$ cat src/rtl/pause_ctrl.sv
// pause_ctrl: merges external, user-toggle, OSD and frame-advance pause
// sources into a single CPU pause, and progressively dims the video
// while the core is held paused.
module pause_ctrl #(
  parameter int RW        = 8,
  parameter int GW        = 8,
  parameter int BW        = 8,
  parameter int CLKSPD    = 12,
  parameter int NREQ      = 4,
  parameter int DIM_MS    = 10000,
  parameter int FADE_MS   = 500,
  parameter int MAX_SHIFT = 3,
  localparam int LW       = $clog2(MAX_SHIFT + 1)
) (
  input  logic            clk_sys,
  input  logic            reset,
  input  logic            user_button,
  input  logic            step_button,
  input  logic [NREQ-1:0] pause_req,
  input  logic [NREQ-1:0] req_mask,
  input  logic [1:0]      options,
  input  logic            OSD_STATUS,
  input  logic            vblank,
  input  logic [RW-1:0]   r,
  input  logic [GW-1:0]   g,
  input  logic [BW-1:0]   b,
  output logic            pause_cpu,
  output logic [LW-1:0]   dim_level,
  output logic            stepping,
  output logic [RW-1:0]   r_out,
  output logic [GW-1:0]   g_out,
  output logic [BW-1:0]   b_out
);

  // Cycle counts are formed in 32-bit arithmetic; DIM_CYC must fit.
  localparam logic [31:0] DIM_CYC  = 32'(CLKSPD) * 32'd1000 * 32'(DIM_MS);
  localparam logic [31:0] FADE_CYC = 32'(CLKSPD) * 32'd1000 * 32'(FADE_MS);
  localparam logic [LW-1:0] MAX_LVL = LW'(MAX_SHIFT);

  typedef enum logic [1:0] {
    RUN    = 2'd0,
    PAUSED = 2'd1,
    STEP   = 2'd2
  } state_t;

  state_t        state_q;
  logic          user_prev_q;
  logic          step_prev_q;
  logic          vblank_prev_q;
  logic [31:0]   dim_cnt_q;
  logic [31:0]   dim_cnt_d;
  logic [LW-1:0] dim_level_q;
  logic [LW-1:0] dim_level_d;
  logic [RW-1:0] r_out_q;
  logic [GW-1:0] g_out_q;
  logic [BW-1:0] b_out_q;

  logic user_edge_s;
  logic step_edge_s;
  logic vblank_edge_s;
  logic user_hold_s;
  logic fade_en_s;

  assign user_edge_s   = user_button & ~user_prev_q;
  assign step_edge_s   = step_button & ~step_prev_q;
  assign vblank_edge_s = vblank & ~vblank_prev_q;
  assign user_hold_s   = (state_q == PAUSED);

  // STEP only drops the user component; any other active source keeps the CPU held.
  assign pause_cpu = ((|(pause_req & req_mask)) | user_hold_s | (OSD_STATUS & options[0])) & ~reset;
  assign fade_en_s = pause_cpu & options[1];

  // Edge-detect registers and the user pause / frame-advance state machine.
  always_ff @(posedge clk_sys) begin
    if (reset) begin
      state_q       <= RUN;
      user_prev_q   <= 1'b0;
      step_prev_q   <= 1'b0;
      vblank_prev_q <= 1'b0;
    end else begin
      user_prev_q   <= user_button;
      step_prev_q   <= step_button;
      // vblank history tracks every cycle, so a vblank rising in the
      // cycle STEP is entered is already history once STEP is active.
      vblank_prev_q <= vblank;
      case (state_q)
        RUN: begin
          if (user_edge_s) state_q <= PAUSED;
        end
        PAUSED: begin
          if (user_edge_s)      state_q <= RUN;
          else if (step_edge_s) state_q <= STEP;
        end
        STEP: begin
          if (user_edge_s)        state_q <= RUN;
          else if (vblank_edge_s) state_q <= PAUSED;
        end
        default: state_q <= RUN;
      endcase
    end
  end

  // Dim timer next state: first step after DIM_CYC, then one per FADE_CYC, saturating.
  always_comb begin
    dim_cnt_d   = dim_cnt_q;
    dim_level_d = dim_level_q;
    if (!fade_en_s) begin
      dim_cnt_d   = 32'd0;
      dim_level_d = {LW{1'b0}};
    end else if (dim_level_q == {LW{1'b0}}) begin
      if (dim_cnt_q == DIM_CYC - 32'd1) begin
        dim_cnt_d   = 32'd0;
        dim_level_d = LW'(1);
      end else begin
        dim_cnt_d = dim_cnt_q + 32'd1;
      end
    end else if (dim_level_q < MAX_LVL) begin
      if (dim_cnt_q == FADE_CYC - 32'd1) begin
        dim_cnt_d   = 32'd0;
        dim_level_d = dim_level_q + LW'(1);
      end else begin
        dim_cnt_d = dim_cnt_q + 32'd1;
      end
    end else begin
      // Fully dimmed: timer holds so it can never wrap.
      dim_cnt_d = dim_cnt_q;
    end
  end

  // Dim timer and level registers.
  always_ff @(posedge clk_sys) begin
    if (reset) begin
      dim_cnt_q   <= 32'd0;
      dim_level_q <= {LW{1'b0}};
    end else begin
      dim_cnt_q   <= dim_cnt_d;
      dim_level_q <= dim_level_d;
    end
  end

  // Video path: one-cycle registered right shift by the current dim level.
  always_ff @(posedge clk_sys) begin
    if (reset) begin
      r_out_q <= {RW{1'b0}};
      g_out_q <= {GW{1'b0}};
      b_out_q <= {BW{1'b0}};
    end else begin
      r_out_q <= r >> dim_level_q;
      g_out_q <= g >> dim_level_q;
      b_out_q <= b >> dim_level_q;
    end
  end

  assign dim_level = dim_level_q;
  assign stepping  = (state_q == STEP);
  assign r_out     = r_out_q;
  assign g_out     = g_out_q;
  assign b_out     = b_out_q;

endmodule

$ cat config.mk
export PLATFORM = sky130hd
export DESIGN_NAME = pause_ctrl
export DESIGN_NICKNAME = d
export VERILOG_FILES = /design/src/rtl/pause_ctrl.sv
export SDC_FILE = /design/constraint.sdc
export NUM_CORES = 1
export LEC_CHECK = 0
export ABC_AREA = 1
export CAP_MARGIN = 10
export CELL_PAD_IN_SITES_DETAIL_PLACEMENT = 0
export CELL_PAD_IN_SITES_GLOBAL_PLACEMENT = 2
export CORE_UTILIZATION = 26
export CTS_BUF_LIST = sky130_fd_sc_hd__clkbuf_8
export CTS_CLUSTER_SIZE = 40
export DETAILED_ROUTE_END_ITERATION = 10
export GPL_ROUTABILITY_DRIVEN = 0
export PLACE_DENSITY_LB_ADDON = 0.3
export REMOVE_ABC_BUFFERS = 1
export SYNTH_ARGS = -nofsm -noshare
export SYNTH_HDL_FRONTEND = slang
export SYNTH_SLANG_ARGS = --single-unit
$ cat constraint.sdc
create_clock -name clk_sys -period 2.2 [get_ports clk_sys]
set_clock_uncertainty 0.1 [all_clocks]
set_input_delay 0.44 -clock clk_sys [delete_from_list [all_inputs] [get_ports clk_sys]]
set_output_delay 0.44 -clock clk_sys [all_outputs]
set_load 0.01 [all_outputs]
==> results.cfg, run 1 <==
[outcome]
status = finished, final reports clean

[floorplanning]
dieArea_um2 = 12800
fp.dieW_um = 113
initial_core_util_pct = 26.7
rows = 40
die_h_um = 113
coreArea_um2 = 12000
io_pins = 68

[routing]
routed_via_density = 4.57
dr.pass1.iters = 4
wl_per_cell_um = 12.9
drc_errors = 0
vias = 3213
drt_iter0_drc = 112
drt_wl_total_um = 9040
antenna_left = 0

[finish]
final_core_util_pct = 36.3
layout_commonest_cell = nand2_1
layout_common_cells = 104 x nand2_1, 87 x nor2_1, 66 x clkdlybuf4s50_1
drive_gt1_share_pct = 8.99
area_growth_pct = 36.0
final_net_count = 594
num_antenna_cells = 0
fin_area_um2 = 4370

[worst_setup_path]
rr_worst_depth = 12
end_kind = output port
crit_slowest_cell = clkdlybuf4s50_1
crit_type = flop to output port
crit_fanout = 22
crit_path_start_kind = flop
cpPeakStageDelay_ps = 560
cp.required_ps = 1660
cp_data_arrival_time_ps = 1550
worstPathCellList = buf_6 > clkdlybuf4s50_1

[cts]
clk_latency_ps = 360
clkSinkCount = 63
post_cts_buffers = 0
ctsHoldBuffers = 0
cts_inserted_buffers = 9
root_buffer = clkbuf_8
clock_path_buffers = 2
tritoncts = yes
htree_levels = 3
clk_pin_slew_ps = 80

[yosys]
yosys_warnings = 0
syn_avg_cell_area_um2 = 6.81
ys_seq_area_share_pct = 39.3
ys_types = 33
synth_area_um2 = 3210
synth_cells = 471
ys_seq_elements = 63

[sta]
drv_slew = 0
worst_pin_slew_ps = 475
timing.fmax_mhz = 479
period_needed_ps = 2090
slew_headroom_pct = 68.1
timing.final.crit_share_pct = 94.8
hold_viol = 0
setup_viol = 0
layout_setup_ws_ps = 113
rsz0062_at_grt = false

[power_and_ir_drop]
clkPwrFrac_pct = 45.6
p_per_area_nw_per_um2 = 601
p_switching_w = 0.000608
total_power_w = 0.00262
ir_drop_mv = 0.337
switching_share_pct = 23.2
pwr-share-seq_pct = 45.0
leakagePower_nw = 1.69
combPwrFrac_pct = 9.4
p_int_w = 0.00202

[grt]
grt_pass1_wl_um = 14800
grt_max_degree = 26
antenna_found_initial = 0
overflow = 0
grt_pass1_vias = 3089
track_usage_pct = 15.1

[placed_design]
io_buffers = 67
dp_hpwl_um = 6850
dpl_worst_slack_ps = -138
place_area_um2 = 4110

[min_path]
min_path_cells = 2
min_path_type = flop to flop

[job]
maxCapViolCount = 0
## power groups by stage
| stage | sequential (W) | combinational [W] | clock (W) |
|---|---|---|---|
| after floorplan | 0.00122 | 0.0000725 | 0 |
| after global placement | 0.00121 | 0.000248 | 0 |
| after detailed placement | 0.00121 | 0.000247 | 0 |
| after CTS | 0.00118 | 0.000247 | 0.00123 |
| after global routing | 0.00118 | 0.000271 | 0.00128 |
| final | 0.00118 | 0.000247 | 0.00120 |
## per-stage QoR
step	hold slack, ps	std cells	setup TNS [ps]
final	419	703	0
after global routing	458	703	0
after floorplan	377	461	-11720
after CTS	427	703	0
after detailed placement	416	687	-138
after global placement	407	687	-106
## critical path: cells and delay by family (launching register included)
family,cells,cell delay [ps]
buf+inv,2,770
flops,1,400
## layout make-up
cell class,instances,area [um^2]
timing repair buffer,79,790
sequential,63,1260
clock inverter,5,81.3
multi-input combinational,341,1680
inverter,57,214
clock buffer,11,151
tap,147,184
fill,1279,7650
## state kept, by name (all words and copies together), names as in the netlist, 2 cells and up
name and cells:
state_q 2, r_out 8, b_out 8, g_out 8, dim_level 2, dim_cnt_q 32
## Yosys cell counts (all sizes together)
cell type  instances  area (um^2)
a211oi             1         7.51
a21oi              6         30.0
buf                2         26.3
clkbuf             8         40.0
clkinv             1         3.75
dfxtp             63         1260
ha                 3         37.5
inv               56          210
mux2i              1         10.0
nand2            109          424
nand3             28          150
nand4             11         68.8
nor2              98          400
nor3              18         95.1
nor3b              1         12.5
nor4               4         31.3
o211ai             1         7.51
o21ai             25          125
o22ai             15         93.8
o31ai              1         7.51
o32ai              3         26.3
xnor2              4         35.0
xor2              12          105
## metal layers
layer	routed length (um)	global-route usage [%]	up-vias
met5	0	0	-
met4	131	5.00	0
met3	606	6.59	11
met2	4140	24.5	72
met1	4160	17.9	1446
li1	-	-	1684
## repair_timing
| item | 4_1_cts | 5_1_grt |
|---|---|---|
| setup endpoints to repair | 1 | 18 |
| resized for setup | 1 | 5 |
| pin swaps | 0 | 1 |
## final timing paths
check	startpoint	end	slack [ps]
worst max-delay path	dim_level[0]$_SDFFE_PP0P_	dim_level[0]	110
worst min-delay path	state_q[0]$_SDFFE_PP0P_	state_q[0]$_SDFFE_PP0P_	420
worst max register to register	dim_level[0]$_SDFFE_PP0P_	dim_cnt_q[24]$_SDFFE_PP0P_	270
worst min register to register	state_q[0]$_SDFFE_PP0P_	state_q[0]$_SDFFE_PP0P_	420
## cell families after synthesis
| logic type | share of synthesized area [%] |
|---|---|
| and+or+nand+nor | 36.8 |
| buffers and inverters | 8.73 |
| DFF | 39.3 |
| AOI/OAI and AO/OA | 9.28 |
| xor gates and xnor gates | 4.37 |
| adders and majority gates | 1.17 |
| muxes | 0.312 |
(Power assumes the default switching activity.)
==> inputs of run 2 (changes only) <==
==> constraint.sdc (replaced) <==
create_clock -name clk_sys -period 1.9 [get_ports clk_sys]
set_clock_uncertainty 0.1 [all_clocks]
set_input_delay 0.38 -clock clk_sys [delete_from_list [all_inputs] [get_ports clk_sys]]
set_output_delay 0.38 -clock clk_sys [all_outputs]
set_load 0.01 [all_outputs]
==> run 2 against run 1 <==
Effect of this change: cell area rose by 4.6%; utilization rose by 1.7 points; critical path depth rose by 6; non-clock buffer count up 27; register-to-register slack lost 150 ps; clock power down 3%; global-route usage increased by 0.26 points; critical path type is now input pin to output port.
==> results.cfg, run 2 (synthesis gave the netlist of run 1 again) <==
[cts]
root_buffer = clkbuf_8
htree_levels = 3
ctsHoldBuffers = 0
tritoncts = yes
clk_pin_slew_ps = 70
clk_latency_ps = 360
clkSinkCount = 63
cts_inserted_buffers = 9
clock_path_buffers = 2

[worst_setup_path]
crit_fanout = 2
crit_start = req_mask[2]
cpPeakStageDelay_ps = 400
rr_startpoint = dim_level[0]$_SDFFE_PP0P_
crit_path_start_kind = input pin
worstPathCellList = clkdlybuf4s50_1 > nand2_1 > nand2_1 > nor3_2 > nand2_1 > nand2_2 > inv_2 > buf_6
cp_data_arrival_time_ps = 1350
crit_slowest_cell = clkdlybuf4s50_1
end_kind = output port
crit_type = input pin to output port
cp.required_ps = 1420
cp_common_cell = nand2_1

[min_path]
min-delay-start = step_prev_q$_SDFF_PP0_
min_path_type = flop to flop

[floorplanning]
die_h_um = 113
io_pins = 68
fp.dieW_um = 113
coreArea_um2 = 12000
initial_core_util_pct = 26.7
dieArea_um2 = 12800
rows = 40

[sta]
timing.final.crit_share_pct = 96.1
worst_pin_slew_ps = 438
hold_viol = 0
drv_slew = 0
slew_headroom_pct = 70.5
period_needed_ps = 1830
layout_setup_ws_ps = 73.7
setup_viol = 0
timing.fmax_mhz = 548
rsz0062_at_grt = true
tns_ps = 0

[routing]
vias = 3244
drc_errors = 0
drt_iter0_drc = 122
wl_per_cell_um = 12.4
dr.pass1.iters = 4
routed_via_density = 4.46
antenna_left = 0
drt_wl_total_um = 9050

[finish]
area_growth_pct = 42.3
regMostFlops = dim_cnt_q
largest_register_ffs = 32
layout_common_cells = 102 x nand2_1, 85 x nor2_1, 62 x clkdlybuf4s50_1
layout_commonest_cell = nand2_1
final_core_util_pct = 38.0
drive_gt1_share_pct = 15.3
nFillCells = 1293
final_net_count = 621
num_antenna_cells = 0

[placed_design]
io_buffers = 67
dpl_worst_slack_ps = -312
dp_hpwl_um = 6980

[grt]
grt_pass1_wl_um = 15200
grt_max_degree = 26
track_usage_pct = 15.4
antenna_found_initial = 0
grt_pass1_vias = 3220
overflow = 0

[outcome]
status = finished, final reports clean

[power_and_ir_drop]
p_per_area_nw_per_um2 = 618
ir_drop_mv = 0.382
leakagePower_nw = 1.84

[job]
maxCapViolCount = 0
-- run 2: area by class of cell --
cell class                 count  area, um^2  share of cell area (%)
multi-input combinational    341        1710                    37.4
sequential                    63        1260                    27.7
timing repair buffer         106        1010                    22.1
inverter                      57         214                    4.69
tap                          147         184                    4.03
clock buffer                  10         138                    3.01
clock inverter                 4        48.8                    1.07
-- run 2: worst max-delay path: cells and delay by family --
kind	cells	cell delay, ps
buffers and inverters	3	550
AND/OR/NAND/NOR	5	420
-- run 2: path summary, 6_finish.rpt --
path	end	slack, ps	cells past startpoint
min reg2reg	state_q[1]$_SDFFE_PP0P_	440	3
min	state_q[1]$_SDFFE_PP0P_	440	3
max	pause_cpu	70	8
max reg2reg	dim_cnt_q[26]$_SDFFE_PP0P_	120	10
-- run 2: per-stage QoR --
step / area [um^2] / hold slack [ps] / cells / total power, W
floorplan: 3140 / 349 / 461 / 0.00149
global placement: 4310 / 409 / 712 / 0.00169
detailed placement: 4310 / 419 / 712 / 0.00169
CTS: 4510 / 426 / 726 / 0.00288
global route: 4570 / 447 / 728 / 0.00296
finish: 4570 / 435 / 728 / 0.00282
-- run 2: power by group --
part | switching, W | internal, W | leakage, nW | total (W)
Combinational | 0.000121 | 0.000175 | 1.23 | 0.000296
Clock | 0.000536 | 0.000622 | 0.0917 | 0.00116
Sequential | 0.0000104 | 0.00136 | 0.516 | 0.00137
Total | 0.000667 | 0.00215 | 1.84 | 0.00282
-- run 2: what timing repair did --
| action | 4_1_cts | 5_1_grt |
|---|---|---|
| setup buffers | 0 | 2 |
| pin swaps | 1 | 11 |
| gates resized for setup | 10 | 17 |
| setup endpoints to repair | 27 | 29 |
-- run 2: routing by layer --
layer	part of all wire [%]	vias up	global-route usage (%)	routed length, um
li1	-	1722	-	-
met1	46	1432	18.4	4120
met2	45	75	24.4	4060
met3	7.0	15	5.84	636
met4	2.5	0	7.02	222
met5	0	-	0	0
